[src/rtl/ysyx_25030093_lsu_pkg.sv]
// Shared definitions for the ysyx_25030093 load/store unit.
//   - funct3 memory-op encodings (LSU_LB .. LSU_LHU)
//   - LSU controller state enum
//   - AXI response code RESP_OKAY
//   - is_misaligned(): alignment rule used by the optional trap
//     (LSU_MISALIGN_TRAP_EN)
package ysyx_25030093_lsu_pkg;

  localparam logic [2:0] LSU_LB  = 3'b000;
  localparam logic [2:0] LSU_LH  = 3'b001;
  localparam logic [2:0] LSU_LW  = 3'b010;
  localparam logic [2:0] LSU_LBU = 3'b100;
  localparam logic [2:0] LSU_LHU = 3'b101;

  localparam logic [1:0] RESP_OKAY = 2'b00;

  typedef enum logic [2:0] {
    ST_IDLE,
    ST_RD_AR,
    ST_RD_R,
    ST_WR_AW_W,
    ST_WR_B,
    ST_DONE
  } state_e;

  // Bytes never misalign; halfwords need addr[0]=0; words and the
  // illegal encodings (which behave as words) need addr[1:0]=0.
  function automatic logic is_misaligned(input logic [2:0] op, input logic [1:0] addr_lo);
    case (op)
      LSU_LB, LSU_LBU: return 1'b0;
      LSU_LH, LSU_LHU: return addr_lo[0];
      default:         return addr_lo != 2'b00;
    endcase
  endfunction

endpackage

[src/rtl/ysyx_25030093_lsu_if.sv]
// Bus bundle around the LSU: EXU request/response channel plus the
// AXI-lite master channels (AR/R, AW/W/B) towards the SRAM slave.
//   modport master : the LSU side (drives AXI requests and EXU responses)
//   modport slave  : the environment side (EXU + memory slave)
interface ysyx_25030093_lsu_if #(
  parameter int ADDR_W = 32,
  parameter int DATA_W = 32
);
  // EXU request / WBU response
  logic              req_valid;
  logic              req_ready;
  logic              req_wen;
  logic [2:0]        req_op;
  logic [ADDR_W-1:0] req_addr;
  logic [DATA_W-1:0] req_wdata;
  logic              resp_valid;
  logic [DATA_W-1:0] resp_rdata;
  logic              resp_err;
  // AXI-lite read
  logic              arvalid;
  logic [ADDR_W-1:0] araddr;
  logic              arready;
  logic              rvalid;
  logic [DATA_W-1:0] rdata;
  logic [1:0]        rresp;
  logic              rready;
  // AXI-lite write
  logic              awvalid;
  logic [ADDR_W-1:0] awaddr;
  logic              awready;
  logic              wvalid;
  logic [DATA_W-1:0] wdata;
  logic [DATA_W/8-1:0] wstrb;
  logic              wready;
  logic              bvalid;
  logic [1:0]        bresp;
  logic              bready;

  modport master (
    input  req_valid, req_wen, req_op, req_addr, req_wdata,
           arready, rvalid, rdata, rresp, awready, wready, bvalid, bresp,
    output req_ready, resp_valid, resp_rdata, resp_err,
           arvalid, araddr, rready, awvalid, awaddr, wvalid, wdata, wstrb, bready
  );

  modport slave (
    output req_valid, req_wen, req_op, req_addr, req_wdata,
           arready, rvalid, rdata, rresp, awready, wready, bvalid, bresp,
    input  req_ready, resp_valid, resp_rdata, resp_err,
           arvalid, araddr, rready, awvalid, awaddr, wvalid, wdata, wstrb, bready
  );

endinterface

[src/rtl/ysyx_25030093_lsu_align.sv]
// Combinational lane logic for the LSU.
//   op      : funct3 of the access
//   addr_lo : byte offset within the word
//   st_data : LSB-aligned store data
//   rdata   : raw word returned by the bus
//   wstrb   : byte strobes for a store
//   wdata   : store data shifted onto its byte lanes
//   ld_data : load data extracted and sign/zero-extended
module ysyx_25030093_lsu_align
  import ysyx_25030093_lsu_pkg::*;
(
  input  logic [2:0]  op,
  input  logic [1:0]  addr_lo,
  input  logic [31:0] st_data,
  input  logic [31:0] rdata,
  output logic [3:0]  wstrb,
  output logic [31:0] wdata,
  output logic [31:0] ld_data
);

  logic [4:0]  sh;
  logic [31:0] raw;

  assign sh  = {addr_lo, 3'b000};
  assign raw = rdata >> sh;

  // Stores decode on op[1:0] only: BU/HU store like B/H, and 011/11x
  // fall into the word branch. A halfword at offset 3 loses its upper
  // strobe and byte through the 4-bit / 32-bit truncation.
  always_comb begin
    wstrb = 4'b1111;
    wdata = st_data;
    case (op[1:0])
      2'b00: begin
        wstrb = 4'b0001 << addr_lo;
        wdata = st_data << sh;
      end
      2'b01: begin
        wstrb = 4'b0011 << addr_lo;
        wdata = st_data << sh;
      end
      default: ;
    endcase
  end

  always_comb begin
    ld_data = raw;
    case (op)
      LSU_LB:  ld_data = {{24{raw[7]}}, raw[7:0]};
      LSU_LBU: ld_data = {24'h0, raw[7:0]};
      LSU_LH:  ld_data = {{16{raw[15]}}, raw[15:0]};
      LSU_LHU: ld_data = {16'h0, raw[15:0]};
      default: ;
    endcase
  end

endmodule

[src/rtl/ysyx_25030093_lsu.sv]
// Load/store unit: runs one EXU memory request at a time as an AXI-lite
// master transaction (AR/R for loads, AW/W/B for stores) and returns a
// one-cycle resp_valid pulse with extended load data and an error flag.
//   clk, rst : clock, asynchronous active-high reset
//   bus      : ysyx_25030093_lsu_if.master (EXU request/response + AXI)
// Build option: define LSU_MISALIGN_TRAP_EN to answer misaligned H/HU/W
// accesses with resp_err=1 without touching the bus.
module ysyx_25030093_lsu
  import ysyx_25030093_lsu_pkg::*;
#(
  parameter int ADDR_W = 32,
  parameter int DATA_W = 32
) (
  input  logic                       clk,
  input  logic                       rst,
  ysyx_25030093_lsu_if.master        bus
);

`ifdef LSU_MISALIGN_TRAP_EN
  localparam bit TrapEn = 1'b1;
`else
  localparam bit TrapEn = 1'b0;
`endif

  state_e            state_q, state_d;
  logic [ADDR_W-1:0] addr_q, addr_d;
  logic [2:0]        op_q, op_d;
  logic [DATA_W-1:0] wdata_q, wdata_d;
  logic [DATA_W-1:0] rdata_q, rdata_d;
  logic              err_q, err_d;
  logic              aw_done_q, aw_done_d;  // AW handshake already taken
  logic              w_done_q, w_done_d;    // W handshake already taken

  logic [3:0]  al_wstrb;
  logic [31:0] al_wdata;
  logic [31:0] al_ld;

  ysyx_25030093_lsu_align u_align (
    .op      (op_q),
    .addr_lo (addr_q[1:0]),
    .st_data (wdata_q),
    .rdata   (bus.rdata),
    .wstrb   (al_wstrb),
    .wdata   (al_wdata),
    .ld_data (al_ld)
  );

  // NOTE: every output and _d is defaulted first so that no branch leaves
  // a signal unassigned, which would otherwise infer a latch.
  always_comb begin
    state_d    = state_q;
    addr_d     = addr_q;
    op_d       = op_q;
    wdata_d    = wdata_q;
    rdata_d    = rdata_q;
    err_d      = err_q;
    aw_done_d  = aw_done_q;
    w_done_d   = w_done_q;
    bus.req_ready  = 1'b0;
    bus.resp_valid = 1'b0;
    bus.arvalid    = 1'b0;
    bus.araddr     = '0;
    bus.rready     = 1'b0;
    bus.awvalid    = 1'b0;
    bus.awaddr     = '0;
    bus.wvalid     = 1'b0;
    bus.wdata      = '0;
    bus.wstrb      = '0;
    bus.bready     = 1'b0;

    case (state_q)
      ST_IDLE: begin
        bus.req_ready = 1'b1;
        if (bus.req_valid) begin
          addr_d    = bus.req_addr;
          op_d      = bus.req_op;
          wdata_d   = bus.req_wdata;
          rdata_d   = '0;
          err_d     = 1'b0;
          aw_done_d = 1'b0;
          w_done_d  = 1'b0;
          state_d   = bus.req_wen ? ST_WR_AW_W : ST_RD_AR;
          if (TrapEn && is_misaligned(bus.req_op, bus.req_addr[1:0])) begin
            err_d   = 1'b1;
            state_d = ST_DONE;
          end
        end
      end
      ST_RD_AR: begin
        bus.arvalid = 1'b1;
        bus.araddr  = {addr_q[ADDR_W-1:2], 2'b00};
        if (bus.arready) state_d = ST_RD_R;
      end
      ST_RD_R: begin
        bus.rready = 1'b1;
        if (bus.rvalid) begin
          rdata_d = al_ld;
          err_d   = bus.rresp != RESP_OKAY;
          state_d = ST_DONE;
        end
      end
      ST_WR_AW_W: begin
        // AW and W complete independently; leave once both have fired,
        // counting a handshake that happens in this very cycle.
        bus.awvalid = !aw_done_q;
        bus.wvalid  = !w_done_q;
        bus.awaddr  = {addr_q[ADDR_W-1:2], 2'b00};
        bus.wdata   = al_wdata;
        bus.wstrb   = al_wstrb;
        aw_done_d   = aw_done_q | bus.awready;
        w_done_d    = w_done_q  | bus.wready;
        if (aw_done_d && w_done_d) state_d = ST_WR_B;
      end
      ST_WR_B: begin
        bus.bready = 1'b1;
        if (bus.bvalid) begin
          err_d   = bus.bresp != RESP_OKAY;
          state_d = ST_DONE;
        end
      end
      ST_DONE: begin
        bus.resp_valid = 1'b1;
        state_d        = ST_IDLE;
      end
      default: state_d = ST_IDLE;
    endcase
  end

  // NOTE: sequential state uses non-blocking assignments so every flop
  // samples its _d from the same pre-edge values.
  always_ff @(posedge clk or posedge rst) begin
    if (rst) begin
      state_q   <= ST_IDLE;
      addr_q    <= '0;
      op_q      <= '0;
      wdata_q   <= '0;
      rdata_q   <= '0;
      err_q     <= 1'b0;
      aw_done_q <= 1'b0;
      w_done_q  <= 1'b0;
    end else begin
      state_q   <= state_d;
      addr_q    <= addr_d;
      op_q      <= op_d;
      wdata_q   <= wdata_d;
      rdata_q   <= rdata_d;
      err_q     <= err_d;
      aw_done_q <= aw_done_d;
      w_done_q  <= w_done_d;
    end
  end

  assign bus.resp_rdata = rdata_q;
  assign bus.resp_err   = err_q;

endmodule

[src/flat_wrapper.sv]
// flat-port wrapper written by rule: the top's interface ports become plain ports
module ysyx_25030093_lsu_flat import ysyx_25030093_lsu_pkg::*;
#(
  parameter int ADDR_W = 32,
  parameter int DATA_W = 32
)
  (clk, rst, bus_req_valid, bus_req_wen, bus_req_op, bus_req_addr, bus_req_wdata, bus_arready, bus_rvalid, bus_rdata, bus_rresp, bus_awready, bus_wready, bus_bvalid, bus_bresp, bus_req_ready, bus_resp_valid, bus_resp_rdata, bus_resp_err, bus_arvalid, bus_araddr, bus_rready, bus_awvalid, bus_awaddr, bus_wvalid, bus_wdata, bus_wstrb, bus_bready);
  ysyx_25030093_lsu_if #(.ADDR_W(ADDR_W), .DATA_W(DATA_W)) bus_i ();
  input  logic clk;
  input  logic rst;
  input wire logic [$bits(bus_i.req_valid)-1:0] bus_req_valid;
  input wire logic [$bits(bus_i.req_wen)-1:0] bus_req_wen;
  input wire logic [$bits(bus_i.req_op)-1:0] bus_req_op;
  input wire logic [$bits(bus_i.req_addr)-1:0] bus_req_addr;
  input wire logic [$bits(bus_i.req_wdata)-1:0] bus_req_wdata;
  input wire logic [$bits(bus_i.arready)-1:0] bus_arready;
  input wire logic [$bits(bus_i.rvalid)-1:0] bus_rvalid;
  input wire logic [$bits(bus_i.rdata)-1:0] bus_rdata;
  input wire logic [$bits(bus_i.rresp)-1:0] bus_rresp;
  input wire logic [$bits(bus_i.awready)-1:0] bus_awready;
  input wire logic [$bits(bus_i.wready)-1:0] bus_wready;
  input wire logic [$bits(bus_i.bvalid)-1:0] bus_bvalid;
  input wire logic [$bits(bus_i.bresp)-1:0] bus_bresp;
  output wire logic [$bits(bus_i.req_ready)-1:0] bus_req_ready;
  output wire logic [$bits(bus_i.resp_valid)-1:0] bus_resp_valid;
  output wire logic [$bits(bus_i.resp_rdata)-1:0] bus_resp_rdata;
  output wire logic [$bits(bus_i.resp_err)-1:0] bus_resp_err;
  output wire logic [$bits(bus_i.arvalid)-1:0] bus_arvalid;
  output wire logic [$bits(bus_i.araddr)-1:0] bus_araddr;
  output wire logic [$bits(bus_i.rready)-1:0] bus_rready;
  output wire logic [$bits(bus_i.awvalid)-1:0] bus_awvalid;
  output wire logic [$bits(bus_i.awaddr)-1:0] bus_awaddr;
  output wire logic [$bits(bus_i.wvalid)-1:0] bus_wvalid;
  output wire logic [$bits(bus_i.wdata)-1:0] bus_wdata;
  output wire logic [$bits(bus_i.wstrb)-1:0] bus_wstrb;
  output wire logic [$bits(bus_i.bready)-1:0] bus_bready;
  assign bus_i.req_valid = bus_req_valid;
  assign bus_i.req_wen = bus_req_wen;
  assign bus_i.req_op = bus_req_op;
  assign bus_i.req_addr = bus_req_addr;
  assign bus_i.req_wdata = bus_req_wdata;
  assign bus_i.arready = bus_arready;
  assign bus_i.rvalid = bus_rvalid;
  assign bus_i.rdata = bus_rdata;
  assign bus_i.rresp = bus_rresp;
  assign bus_i.awready = bus_awready;
  assign bus_i.wready = bus_wready;
  assign bus_i.bvalid = bus_bvalid;
  assign bus_i.bresp = bus_bresp;
  assign bus_req_ready = bus_i.req_ready;
  assign bus_resp_valid = bus_i.resp_valid;
  assign bus_resp_rdata = bus_i.resp_rdata;
  assign bus_resp_err = bus_i.resp_err;
  assign bus_arvalid = bus_i.arvalid;
  assign bus_araddr = bus_i.araddr;
  assign bus_rready = bus_i.rready;
  assign bus_awvalid = bus_i.awvalid;
  assign bus_awaddr = bus_i.awaddr;
  assign bus_wvalid = bus_i.wvalid;
  assign bus_wdata = bus_i.wdata;
  assign bus_wstrb = bus_i.wstrb;
  assign bus_bready = bus_i.bready;
  ysyx_25030093_lsu #(.ADDR_W(ADDR_W), .DATA_W(DATA_W)) u_core (.clk(clk), .rst(rst), .bus(bus_i));
endmodule
[config.mk]
export PLATFORM = sky130hd
export DESIGN_NAME = ysyx_25030093_lsu_flat
export DESIGN_NICKNAME = d
export VERILOG_FILES = /design/src/rtl/ysyx_25030093_lsu_pkg.sv /design/src/rtl/ysyx_25030093_lsu_if.sv /design/src/rtl/ysyx_25030093_lsu_align.sv /design/src/rtl/ysyx_25030093_lsu.sv /design/src/flat_wrapper.sv
export SDC_FILE = /design/constraint.sdc
export NUM_CORES = 1
export LEC_CHECK = 0
export ABC_AREA = 1
export CAP_MARGIN = 10
export CELL_PAD_IN_SITES_DETAIL_PLACEMENT = 0
export CELL_PAD_IN_SITES_GLOBAL_PLACEMENT = 2
export CORE_ASPECT_RATIO = 0.8
export CORE_MARGIN = 2
export CORE_UTILIZATION = 21
export CTS_BUF_LIST = sky130_fd_sc_hd__clkbuf_4
export DETAILED_ROUTE_END_ITERATION = 6
export PLACE_DENSITY_LB_ADDON = 0.1
export SETUP_SLACK_MARGIN = 0.15
export SLEW_MARGIN = 20
export SYNTH_ARGS = -nofsm -noshare
export SYNTH_HDL_FRONTEND = slang
export SYNTH_HIERARCHICAL = 1
export SYNTH_SLANG_ARGS = --single-unit
[constraint.sdc]
create_clock -name clk -period 3.5 [get_ports clk]
set_input_delay 0.7 -clock clk [delete_from_list [all_inputs] [get_ports clk]]
set_output_delay 0.7 -clock clk [all_outputs]
set_load 0.01 [all_outputs]
; Word-level counts from Yosys, hierarchy flattened
; Cells that the tools add are included.
[word_totals]
register_bits = 105
elab_cells = 75
in_bits = 112
output_inout_bits = 140
[op_classes]
n_bitwise = 2
n_mux = 30
n_reduce_logical = 17
n_eq_ne = 14
shift = 4
[op_table]
columns = op, n
row1 = $mux 32, 6
row2 = $pmux 32 s4, 1
row3 = $pmux 32 s2, 1
row4 = $shl 32x5->32, 1
row5 = $shr 32x5->32, 1
row6 = $mux 3, 5
row7 = $pmux 3 s5, 1
row8 = $eq 3x3->1 const B, 4
row9 = $mux 1, 10
row10 = $ne 2x2->1 const B, 4
row11 = $pmux 4 s2, 1
row12 = $reduce_bool 2->1, 4
row13 = $eq 3x1->1 const B, 2
row14 = $eq 3x2->1 const B, 2
row15 = $logic_not 3->1, 2
row16 = $reduce_and 5->1, 1
row17 = $mux 4, 1
row18 = $pmux 1 s2, 2
row19 = $reduce_and 2->1, 2
row20 = $reduce_and 4->1, 1
row21 = $shl 1x2->4 const A, 1
row22 = $shl 2x2->4 const A, 1
row23 = $pmux 1 s3, 1
row24 = $reduce_and 3->1, 1
row25 = other kinds (9), 11

; Depth between registers and ports, before layout
[depth]
word_depth = 4
ltp_mapped = 10
depth_no_buf = 9

; By module
; Netlist, hierarchy kept.
[modules_own_cells]
columns = mod, seq_area_each_um2, instances, area_each_um2, cells_per_inst
row1 = ysyx_25030093_lsu, 2627.5, 1, 4877.2, 641
row2 = ysyx_25030093_lsu_align, 0.0, 1, 1327.5, 296

; Worst setup path after synthesis
; OpenSTA, ideal clock, no wires.
[synth_timing]
path_type = reg2out
from = register u_core.addr_q[1]
to = output bus_wdata[23]
stages_incl_launch_ff = 7
slack_ps = 1494
arrival_time_ps = 1306
path_cell_list = dfrtp_1 -> nor2_2 -> nor2_4 -> buf_1 -> a31oi_1 -> inv_1 -> nor2_1
[synth_via]
elab_chain_len = 3
[synth_rtl]
columns = item, line_no
row1 = from (decl), ysyx_25030093_lsu.sv:26  ; logic [ADDR_W-1:0] addr_q, addr_d;
row2 = from (signal assigned), ysyx_25030093_lsu.sv:143  ; addr_q <= addr_d;
row3 = $shl 32x5->32, "ysyx_25030093_lsu_align.sv:36, ysyx_25030093_lsu_align.sv:40"
row4 = $mux 32, n/a
row5 = via u_core.al_wdata[23], ysyx_25030093_lsu.sv:35  ; logic [31:0] al_wdata;
row6 = $mux 32, ysyx_25030093_lsu.sv:71  ; case (state_q)
row7 = to (decl), flat_wrapper.sv:34  ; output wire logic [$bits(bus_i.wdata)-1:0] bus_wdata;
; The timed path passes the listed nets, and every way through them passes these cells.

; Worst setup path in the final report
[layout_timing]
from = register u_core.op_q[1]
to = output bus_wdata[30]
[layout_via]
elab_chain_len = 4
word_cells_on_any_way = 5
classes_between = eq/ne: 1 / mux: 2 / reduce/logical: 2
[layout_rtl]
columns = item, line_no
row1 = from (decl), ysyx_25030093_lsu.sv:27  ; logic [2:0] op_q, op_d;
row2 = from (signal assigned), ysyx_25030093_lsu.sv:144  ; op_q <= op_d;
row3 = $eq 2x1->1 or $logic_not 2->1 (tied branches), ysyx_25030093_lsu_align.sv:33  ; case (op[1:0])
row4 = $reduce_or 2->1 (no source line) *, n/a
row5 = $mux 32 *, n/a
row6 = via u_core.al_wdata[30], ysyx_25030093_lsu.sv:35
row7 = $mux 32 *, ysyx_25030093_lsu.sv:71
; Mark *: on every way through the listed nets, which the timed path passes. The rest lies on a longest branch.

==> metrics.yaml <==
max_cap_viol_count: 0
skew_ps: 19.18
holdWs_ps: 409.6
startpoint_type: "flop"
ant_nets: 0
synth_common_cells: "nand2_1 (310), nor2_1 (141), nand3_1 (109)"
ios: 252
rsz0062_at_grt: "yes"
yosysWarnings: 6
critPathCaptureType: "output port"
place_hpwl_um: 19090
grt_pass1_vias: 6746
hold_path_class: "in -> async"
p_per_area_mw_per_mm2: 791.4
hold_violations: 0
dp.cells: 1523
outcome: "completed"
wirelength_um: 26080
die_h_um: 157.7
gp_congestion: 0.7384
nets: 1274
clk_pin_slew_ps: 200
clockBufferDepth: 2
synth-seq-cells: 105
max_freq_mhz: 314.0
vias_per_cell: 4.244
num_rows: 56
arrival_ps: 2480
synth_cell_types: 24
clockRootBuffer: "clkbuf_4"
peakVddDrop_v: 0.0002367
cellLeakagePower_nw: 4.434
final.setup.tns_ps: 0
cp_max_fo: 8
fillers: 3275
reg2reg_to: "u_core/bus.resp_rdata[25]$_DFFE_PP0P_"
core-area_mm2: 0.02922
grt_max_degree: 100
rrSetupSlack_ps: 1300
worstReg2RegStart: "u_core/addr_q[0]$_DFFE_PP0P_"
syn-instance-count: 937
slew_headroom_pct: 53.99
cp.required_ps: 2800
layoutNonFillerInstCount: 1546
ys_async_sr_fraction_pct: 100.0
grt_use_total_pct: 16.99
worstSkewPairLatency_ps: 500
grt_antenna_before_repair: 5
synth.most_common_cell: "nand2_1"
htree_levels: 3
initial_core_util_pct: 21.24
min_period_ps: 3184
portBuffers: 247
dieWidth_um: 196.2
cts_num_sinks: 105
finalCoreUtilization_pct: 31.54
grt_pass1_wl_um: 40330
worstSetupPathType: "reg -> out"
ys_top_cells_by_area: "dfrtp_1 (42%), nand2_1 (19%), nand3_1 (8.8%)"
die-area_mm2: 0.03095
yosys.area.top_type: "dfrtp_1"
synth_flop_cell: "dfrtp_1"
setup_viol: 0
cts_made_buffers: 9
area_growth_pct: 48.54
r2r_cells: 9
drc: 0
timing.final.crit_share_pct: 90.98
syn_area_mm2: 0.006205
num_vias: 6561
syn_avg_cell_area_um2: 6.622
slew_violations: 0
tightest_slew_ps: 689.1
dr.pass1.iters: 4
first_iter_violations: 317
ys_seq_area_share_pct: 42.35
yosys.area.top_type_share_pct: 42.35
synth_edf_count: 0
drive_above_1_share_pct: 5.656
cts_tree: "done"
wl_per_cell_um: 16.87
grt-ovfl-total: 0
[layout by cell type, fill, tap and decap left out, types with 3 or more instances in the layout]
| master | count |
|---|---|
| o21ai_0 | 52 |
| inv_2 | 5 |
| conb_1 | 4 |
| clkinvlp_4 | 3 |
| nor2_2 | 3 |
| a21oi_1 | 7 |
| nand2_2 | 6 |
| nor2_1 | 141 |
| buf_4 | 18 |
| nand3_1 | 109 |
| dfrtp_1 | 100 |
| inv_1 | 103 |
| clkdlybuf4s50_1 | 247 |
| nor2_4 | 5 |
| a22oi_1 | 7 |
| dfrtp_2 | 5 |
| nand2_1 | 309 |
| buf_12 | 4 |
| nor3_1 | 10 |
| a31oi_1 | 9 |
| clkbuf_4 | 9 |
[through the flow]
stage,area (um^2),worst slack [ps],power (mW)
after floorplan,6220,1494,4.687
after global placement,8986,620.0,6.635
after detailed placement,8986,566.5,6.602
after CTS,9150,145.9,7.359
after global routing,9216,152.6,8.036
final,9216,315.6,7.294
[worst max-delay path by stage]
stage / from / endpoint / slack [ps] / cells past startpoint
2_1_floorplan: u_core/addr_q[1]$_DFFE_PP0P_ / bus_wdata[23] / 1490 / 6
3_3_place_gp: u_core/state_q[1]$_DFFE_PP0P_ / bus_awaddr[22] / 620 / 6
3_5_place_dp: u_core/addr_q[0]$_DFFE_PP0P_ / bus_wdata[20] / 570 / 8
4_1_cts: u_core/addr_q[1]$_DFFE_PP0P_ / bus_wdata[30] / 150 / 7
5_1_grt: u_core/op_q[1]$_DFFE_PP0P_ / bus_wdata[30] / 150 / 8
6_report: u_core/op_q[1]$_DFFE_PP0P_ / bus_wdata[30] / 320 / 8
[final cells by class]
class | instances | area, um^2 | share of cell area [%]
well taps | 377 | 471.7 | 5.118
inverters | 111 | 429.2 | 4.657
clock buffers | 9 | 67.56 | 0.7331
flip-flops and latches | 105 | 2634 | 28.58
multi-input cells | 666 | 2849 | 30.91
clock inverters | 7 | 72.57 | 0.7874
diodes | 2 | 5.005 | 0.05430
repair buffers | 269 | 2688 | 29.16
[kinds of logic after synthesis]
group           synth area share, %
simple gates                  38.80
other cells                 0.06044
flops                         42.35
compound gates                6.755
buf+inv                       12.04
[registers in the layout, summed over array words and instances (netlist names)]
register	count
u_core/addr_q	32
u_core/aw_done_q	1
u_core/bus.resp_err	1
u_core/bus.resp_rdata	32
u_core/op_q	3
u_core/state_q	3
u_core/w_done_q	1
u_core/wdata_q	32
[power breakdown]
part	switching [mW]	internal, mW
Sequential	0.371	1.74
Combinational	2.69	1.81
Clock	0.517	0.167
Total	3.58	3.72
[worst max-delay path: stages, from the launching register on]
cell	delay (ps)
dfrtp_2	450
buf_12	120
nor2_4	40
nand2_2	180
nor2_1	80
nor3_1	360
inv_1	70
nor2_1	140
clkdlybuf4s50_1	550
[repair_timing]
item | in CTS | in global routing
setup buffers | 2 | 3
hold buffers | 0 | 0
endpoints found under the setup margin | 46 | 42
resized for setup | 4 | 9
[routing by layer]
| layer | track usage [%] | routed length [um] | vias to the layer above |
|---|---|---|---|
| met5 | 0 | 46 | - |
| met1 | 24.49 | 13310 | 3001 |
| met2 | 25.17 | 10700 | 198 |
| met3 | 5.305 | 1886 | 18 |
| met4 | 2.597 | 147 | 8 |
| li1 | - | - | 3336 |
Power figures use the tool's default switching activity.
